$ cat src/rtl/multicycle_control.sv
// multicycle_control: sequencing FSM for the multi-cycle MIPS datapath.
// Ports: clk_i/reset_i (sync, active-high); opcode_i = IR[31:26]; zero_i = ALU zero;
// mem_ready_i = shared memory completes this cycle. Outputs drive datapath selects,
// PC/IR/regfile write enables, memory strobes, done/illegal pulses and state_o for debug.
module multicycle_control (
    input  logic       clk_i,
    input  logic       reset_i,
    input  logic [5:0] opcode_i,
    input  logic       zero_i,
    input  logic       mem_ready_i,
    output logic       pc_write_o,
    output logic       iord_o,
    output logic       mem_read_o,
    output logic       mem_write_o,
    output logic       ir_write_o,
    output logic       reg_dst_o,
    output logic       mem_to_reg_o,
    output logic       reg_write_o,
    output logic       alu_src_a_o,
    output logic [1:0] alu_src_b_o,
    output logic [1:0] pc_src_o,
    output logic [2:0] alu_op_o,
    output logic       instr_done_o,
    output logic       illegal_o,
    output logic [3:0] state_o
);
    typedef enum logic [3:0] {
        IDLE, FETCH, DECODE, MEM_ADDR, MEM_READ, MEM_WB, MEM_WRITE,
        R_EXEC, R_WB, I_EXEC, I_WB, BRANCH, JUMP
    } state_t;
    state_t state, state_nx;
    logic is_r, is_lw, is_sw, is_imm, is_beq, is_bne, is_j;
    assign is_r   = opcode_i == 6'h00;
    assign is_lw  = opcode_i == 6'h23;
    assign is_sw  = opcode_i == 6'h2b;
    assign is_imm = opcode_i == 6'h08 || opcode_i == 6'h0c || opcode_i == 6'h0d || opcode_i == 6'h0f;
    assign is_beq = opcode_i == 6'h04;
    assign is_bne = opcode_i == 6'h05;
    assign is_j   = opcode_i == 6'h02;
    assign state_o = state;
    always_ff @(posedge clk_i)
        state <= reset_i ? IDLE : state_nx;
    always_comb begin
        pc_write_o   = 1'b0;
        iord_o       = 1'b0;
        mem_read_o   = 1'b0;
        mem_write_o  = 1'b0;
        ir_write_o   = 1'b0;
        reg_dst_o    = 1'b0;
        mem_to_reg_o = 1'b0;
        reg_write_o  = 1'b0;
        alu_src_a_o  = 1'b0;
        alu_src_b_o  = 2'b00;
        pc_src_o     = 2'b00;
        alu_op_o     = 3'b000;
        instr_done_o = 1'b0;
        illegal_o    = 1'b0;
        state_nx     = IDLE;
        case (state)
            IDLE: state_nx = FETCH;
            FETCH: begin
                mem_read_o  = 1'b1;
                alu_src_b_o = 2'b01;
                alu_op_o    = 3'b100;
                ir_write_o  = mem_ready_i;
                pc_write_o  = mem_ready_i;
                state_nx    = mem_ready_i ? DECODE : FETCH;
            end
            DECODE: begin
                // PC + (imm<<2) lands in ALUOut for a possible branch
                alu_src_b_o = 2'b11;
                alu_op_o    = 3'b100;
                illegal_o   = !(is_lw || is_sw || is_r || is_imm || is_beq || is_bne || is_j);
                state_nx    = (is_lw || is_sw) ? MEM_ADDR :
                              is_r             ? R_EXEC   :
                              is_imm           ? I_EXEC   :
                              (is_beq || is_bne) ? BRANCH :
                              is_j             ? JUMP     : FETCH;
            end
            MEM_ADDR: begin
                alu_src_a_o = 1'b1;
                alu_src_b_o = 2'b10;
                alu_op_o    = 3'b100;
                state_nx    = is_lw ? MEM_READ : MEM_WRITE;
            end
            MEM_READ: begin
                mem_read_o = 1'b1;
                iord_o     = 1'b1;
                state_nx   = mem_ready_i ? MEM_WB : MEM_READ;
            end
            MEM_WB: begin
                reg_write_o  = 1'b1;
                mem_to_reg_o = 1'b1;
                instr_done_o = 1'b1;
                state_nx     = FETCH;
            end
            MEM_WRITE: begin
                mem_write_o  = 1'b1;
                iord_o       = 1'b1;
                instr_done_o = mem_ready_i;
                state_nx     = mem_ready_i ? FETCH : MEM_WRITE;
            end
            R_EXEC: begin
                alu_src_a_o = 1'b1;
                alu_op_o    = 3'b111;
                state_nx    = R_WB;
            end
            R_WB: begin
                reg_write_o  = 1'b1;
                reg_dst_o    = 1'b1;
                instr_done_o = 1'b1;
                state_nx     = FETCH;
            end
            I_EXEC: begin
                alu_src_a_o = 1'b1;
                alu_src_b_o = 2'b10;
                alu_op_o    = opcode_i == 6'h0c ? 3'b001 :
                              opcode_i == 6'h0d ? 3'b101 :
                              opcode_i == 6'h0f ? 3'b110 : 3'b100;
                state_nx    = I_WB;
            end
            I_WB: begin
                reg_write_o  = 1'b1;
                instr_done_o = 1'b1;
                state_nx     = FETCH;
            end
            BRANCH: begin
                alu_src_a_o  = 1'b1;
                alu_op_o     = 3'b010;
                pc_src_o     = 2'b01;
                pc_write_o   = (is_beq && zero_i) || (is_bne && !zero_i);
                instr_done_o = 1'b1;
                state_nx     = FETCH;
            end
            JUMP: begin
                pc_src_o     = 2'b10;
                pc_write_o   = 1'b1;
                instr_done_o = 1'b1;
                state_nx     = FETCH;
            end
            default: state_nx = IDLE;
        endcase
    end
endmodule

$ cat config.mk
export PLATFORM = sky130hd
export DESIGN_NAME = multicycle_control
export DESIGN_NICKNAME = d
export VERILOG_FILES = /design/src/rtl/multicycle_control.sv
export SDC_FILE = /design/constraint.sdc
export NUM_CORES = 1
export LEC_CHECK = 0
export ABC_AREA = 1
export BUFFER_PORTS_ARGS = -buffer_cell sky130_fd_sc_hd__buf_2
export CAP_MARGIN = 20
export CORE_AREA = 4 4 41 43
export DETAILED_ROUTE_END_ITERATION = 8
export DIE_AREA = 0 0 45 47
export PLACE_DENSITY = 0.79
export SLEW_MARGIN = 40
export SYNTH_ARGS = -nofsm -noshare
export SYNTH_HDL_FRONTEND = slang
export SYNTH_SLANG_ARGS = --single-unit
$ cat constraint.sdc
create_clock -name clk_i -period 3.5 [get_ports clk_i]
set_clock_uncertainty 0.1 [all_clocks]
set_input_delay 1.05 -clock clk_i [delete_from_list [all_inputs] [get_ports clk_i]]
set_output_delay 1.05 -clock clk_i [all_outputs]
set_load 0.01 [all_outputs]
==> flow_summary.toml <==
[synth]
synth_edf_count = 0
synth_top_cell_by_area = "nand2_1"
ys_types = 19
postSynthCellCount = 110
synth_seq_cells = 4
yosys_most_used_dff = "dfxtp_1"
synth_seq_area_share_pct = 13.7
synth_nets = 120
synth_top_area_share_pct = 14.2
syn_area_sq_um = 583
synthArstFlopShare_pct = 0
syn_avg_cell_area_sq_um = 5.30
synth_area_leaders = "nand2_1 14%, dfxtp_1 14%, nand3_1 14%, inv_1 9.7%, nor2_1 7.7%"
synth_warnings = 0

[detailed_routing]
top_layer = "met3"
drtAntennaViolNets = 0
routedWlPerCell_um = 10.1
firstDrtPassIters = 4
dr_wl_met2_um = 783
wl_met3_um = 115
met1_length_um = 705
avgViaCountPerCell = 4.79
drc = 0
drt_iter0_drc = 25
wirelength_um = 1600
vias = 757

[clock_tree]
cts_buffer_depth = 2
cts-buffers-inserted = 3
htree_levels = 1
cts_hold_buffers = 0
root_buffer = "clkbuf_4"
cts_tree = "yes"
postCtsSetupBuffers = 0
clk_pin_slew_ns = 0.04
clk_latency_ns = 0.23
cts_sinks = 4
cts_resized = 0

[sta]
worst_pin_slew_ns = 0.356
setup_viol = 0
final.setup.tns_ns = 0
fin_crit_sh_pct = 88.4
fmax_mhz = 323
grt_setup_unrepaired = "no"
slew_headroom_pct = 76.3
period_minus_slack_ns = 3.09
slew_violations = 0
hold_violations = 0
holdWs_ns = 0.671

[floorplanning]
start_util_pct = 44.8
die_w_um = 45
fp.dieH_um = 47
ios = 32
row_count = 13
dieArea_sq_um = 2120
core-area_sq_um = 1300

[critical_path]
cp_max_fo = 8
crit_chain = "buf_2 -> nor2_2 -> nand3_1 -> nand2_1 -> nor3_1 -> buf_2"
endpoint = "illegal_o"
critPathMostFrequentCell = "buf_2"
crit_start = "opcode_i[5]"
cp_num_cells = 6
rr_worst_depth = 7
critPathSlowestCell = "nor2_2"
slowest_delay_ns = 0.26
r2r_slack_ns = 2.11
reg2reg_from = "state_o[0]"
r2r-end = "state_o[0]"
critPathTopFamily = "simple AND/OR/NAND/NOR gates"
start_kind = "input port"
worst_ep_arrival_time_ns = 1.94
worstPathRequired_ns = 2.35
critPathBufInv = 2
crit_type = "input port to primary output"
cp-end-kind = "primary output"

[place]
port_buffers = 31
gp_congestion = 0.867
dpl-instance-area_sq_um = 749
hpwl_um = 1420

[grt]
grt_pass1_vias = 672
grt_pass1_wl_um = 2710
grt.total_usage_pct = 17.2
overflow = 0
grt_max_degree = 10
antenna_found_initial = 0

[layout]
fill_cells = 152
largest_reg_flops = 4
multiInputGateArea_sq_um = 402
stdcell_area_sq_um = 772
drive_gt1_share_pct = 41.3
syn2layout_area_growth_pct = 32.4
finalNetCount = 155
diodes = 0
regArea_sq_um = 80.1

[run]
drv_cap = 0

[hold_path]
min_path_type = "flip-flop to flip-flop"
hold_depth = 4

[run_status]
status = "finished, final reports clean"

[power_and_ir_drop]
p_leak_nw = 0.516
powerDensity_nw_per_um2 = 243
ir_drop_v = 0.000177
finalPower_mw = 0.187
[power by group]
group	total (mW)	switching [mW]	internal (mW)	leakage, nW
sequential	0.0560	0.00715	0.0488	0.0327
clock	0.0557	0.0175	0.0383	0.0138
combinational	0.0756	0.0457	0.0299	0.470
[worst min-delay path, stage by stage, from the launching register on]
cell	delay, ns
dfxtp_1	0.35
nand2_2	0.15
nor2_4	0.06
nand2_1	0.07
a31oi_1	0.09
[how the worst min path moves through the flow]
| stage | startpoint | endpoint | slack (ns) |
|---|---|---|---|
| 2_1_floorplan | state_o[1] | state_o[2] | 0.64 |
| 3_3_place_gp | state_o[2] | state_o[2] | 0.66 |
| 3_5_place_dp | state_o[2] | state_o[2] | 0.67 |
| 4_1_cts | state_o[1] | state_o[2] | 0.67 |
| 5_1_grt | state_o[2] | state_o[2] | 0.73 |
| 6_report | state_o[2] | state_o[2] | 0.67 |
[stage by stage]
step                      setup WS [ns]  util, %  std cells
after floorplan                   0.710        -        110
after global placement            0.482     57.6        155
after detailed placement          0.423     57.6        155
after CTS                         0.422     59.3        158
after global routing              0.319     59.3        158
final                             0.407     59.3        158
[layout by cell type, fill, tap and decap left out]
cell type / instances
clkbuf_4: 3
nor2_2: 7
nor2_4: 2
o21ai_2: 1
o21ai_1: 2
o21ai_0: 2
nor2_1: 12
inv_2: 10
nor3_1: 2
inv_1: 15
o22ai_1: 1
dfxtp_1: 4
nand2_1: 22
o211ai_1: 3
nand3_1: 16
a21oi_1: 3
buf_2: 31
o21bai_1: 1
nand2_2: 5
a31oi_1: 1
[synthesized netlist by cell type (2+ instances only)]
cell type and count:
nand3_1 16, nor2_4 2, inv_2 10, nor2_2 7
nor3_1 2, o211ai_1 3, o21ai_0 2, nand2_2 5
a21oi_1 3, dfxtp_1 4, nor2_1 12, nand2_1 22
inv_1 15, o21ai_1 2
[area by class of cell]
class	count	area share, %
Clock buffer	3	2.92
Inverter	25	12.2
Multi-Input combinational cell	80	52.0
Sequential cell	4	10.4
Tap cell	15	2.43
Timing Repair Buffer	31	20.1
[kinds of logic after synthesis]
kind of cell,count (synthesis),synth area share (%)
flip-flops,4,13.7
AND/OR/NAND/NOR,66,54.1
buffers and inverters,26,17.4
AO/OA/AOI/OAI,14,14.8
[routing by layer]
layer	GRT usage [%]	up-vias
li1	-	413
met1	23.8	321
met2	26.6	23
met3	1.53	0
met4	8.77	0
met5	0	-
No activity file was read; power rests on OpenSTA's default activity.
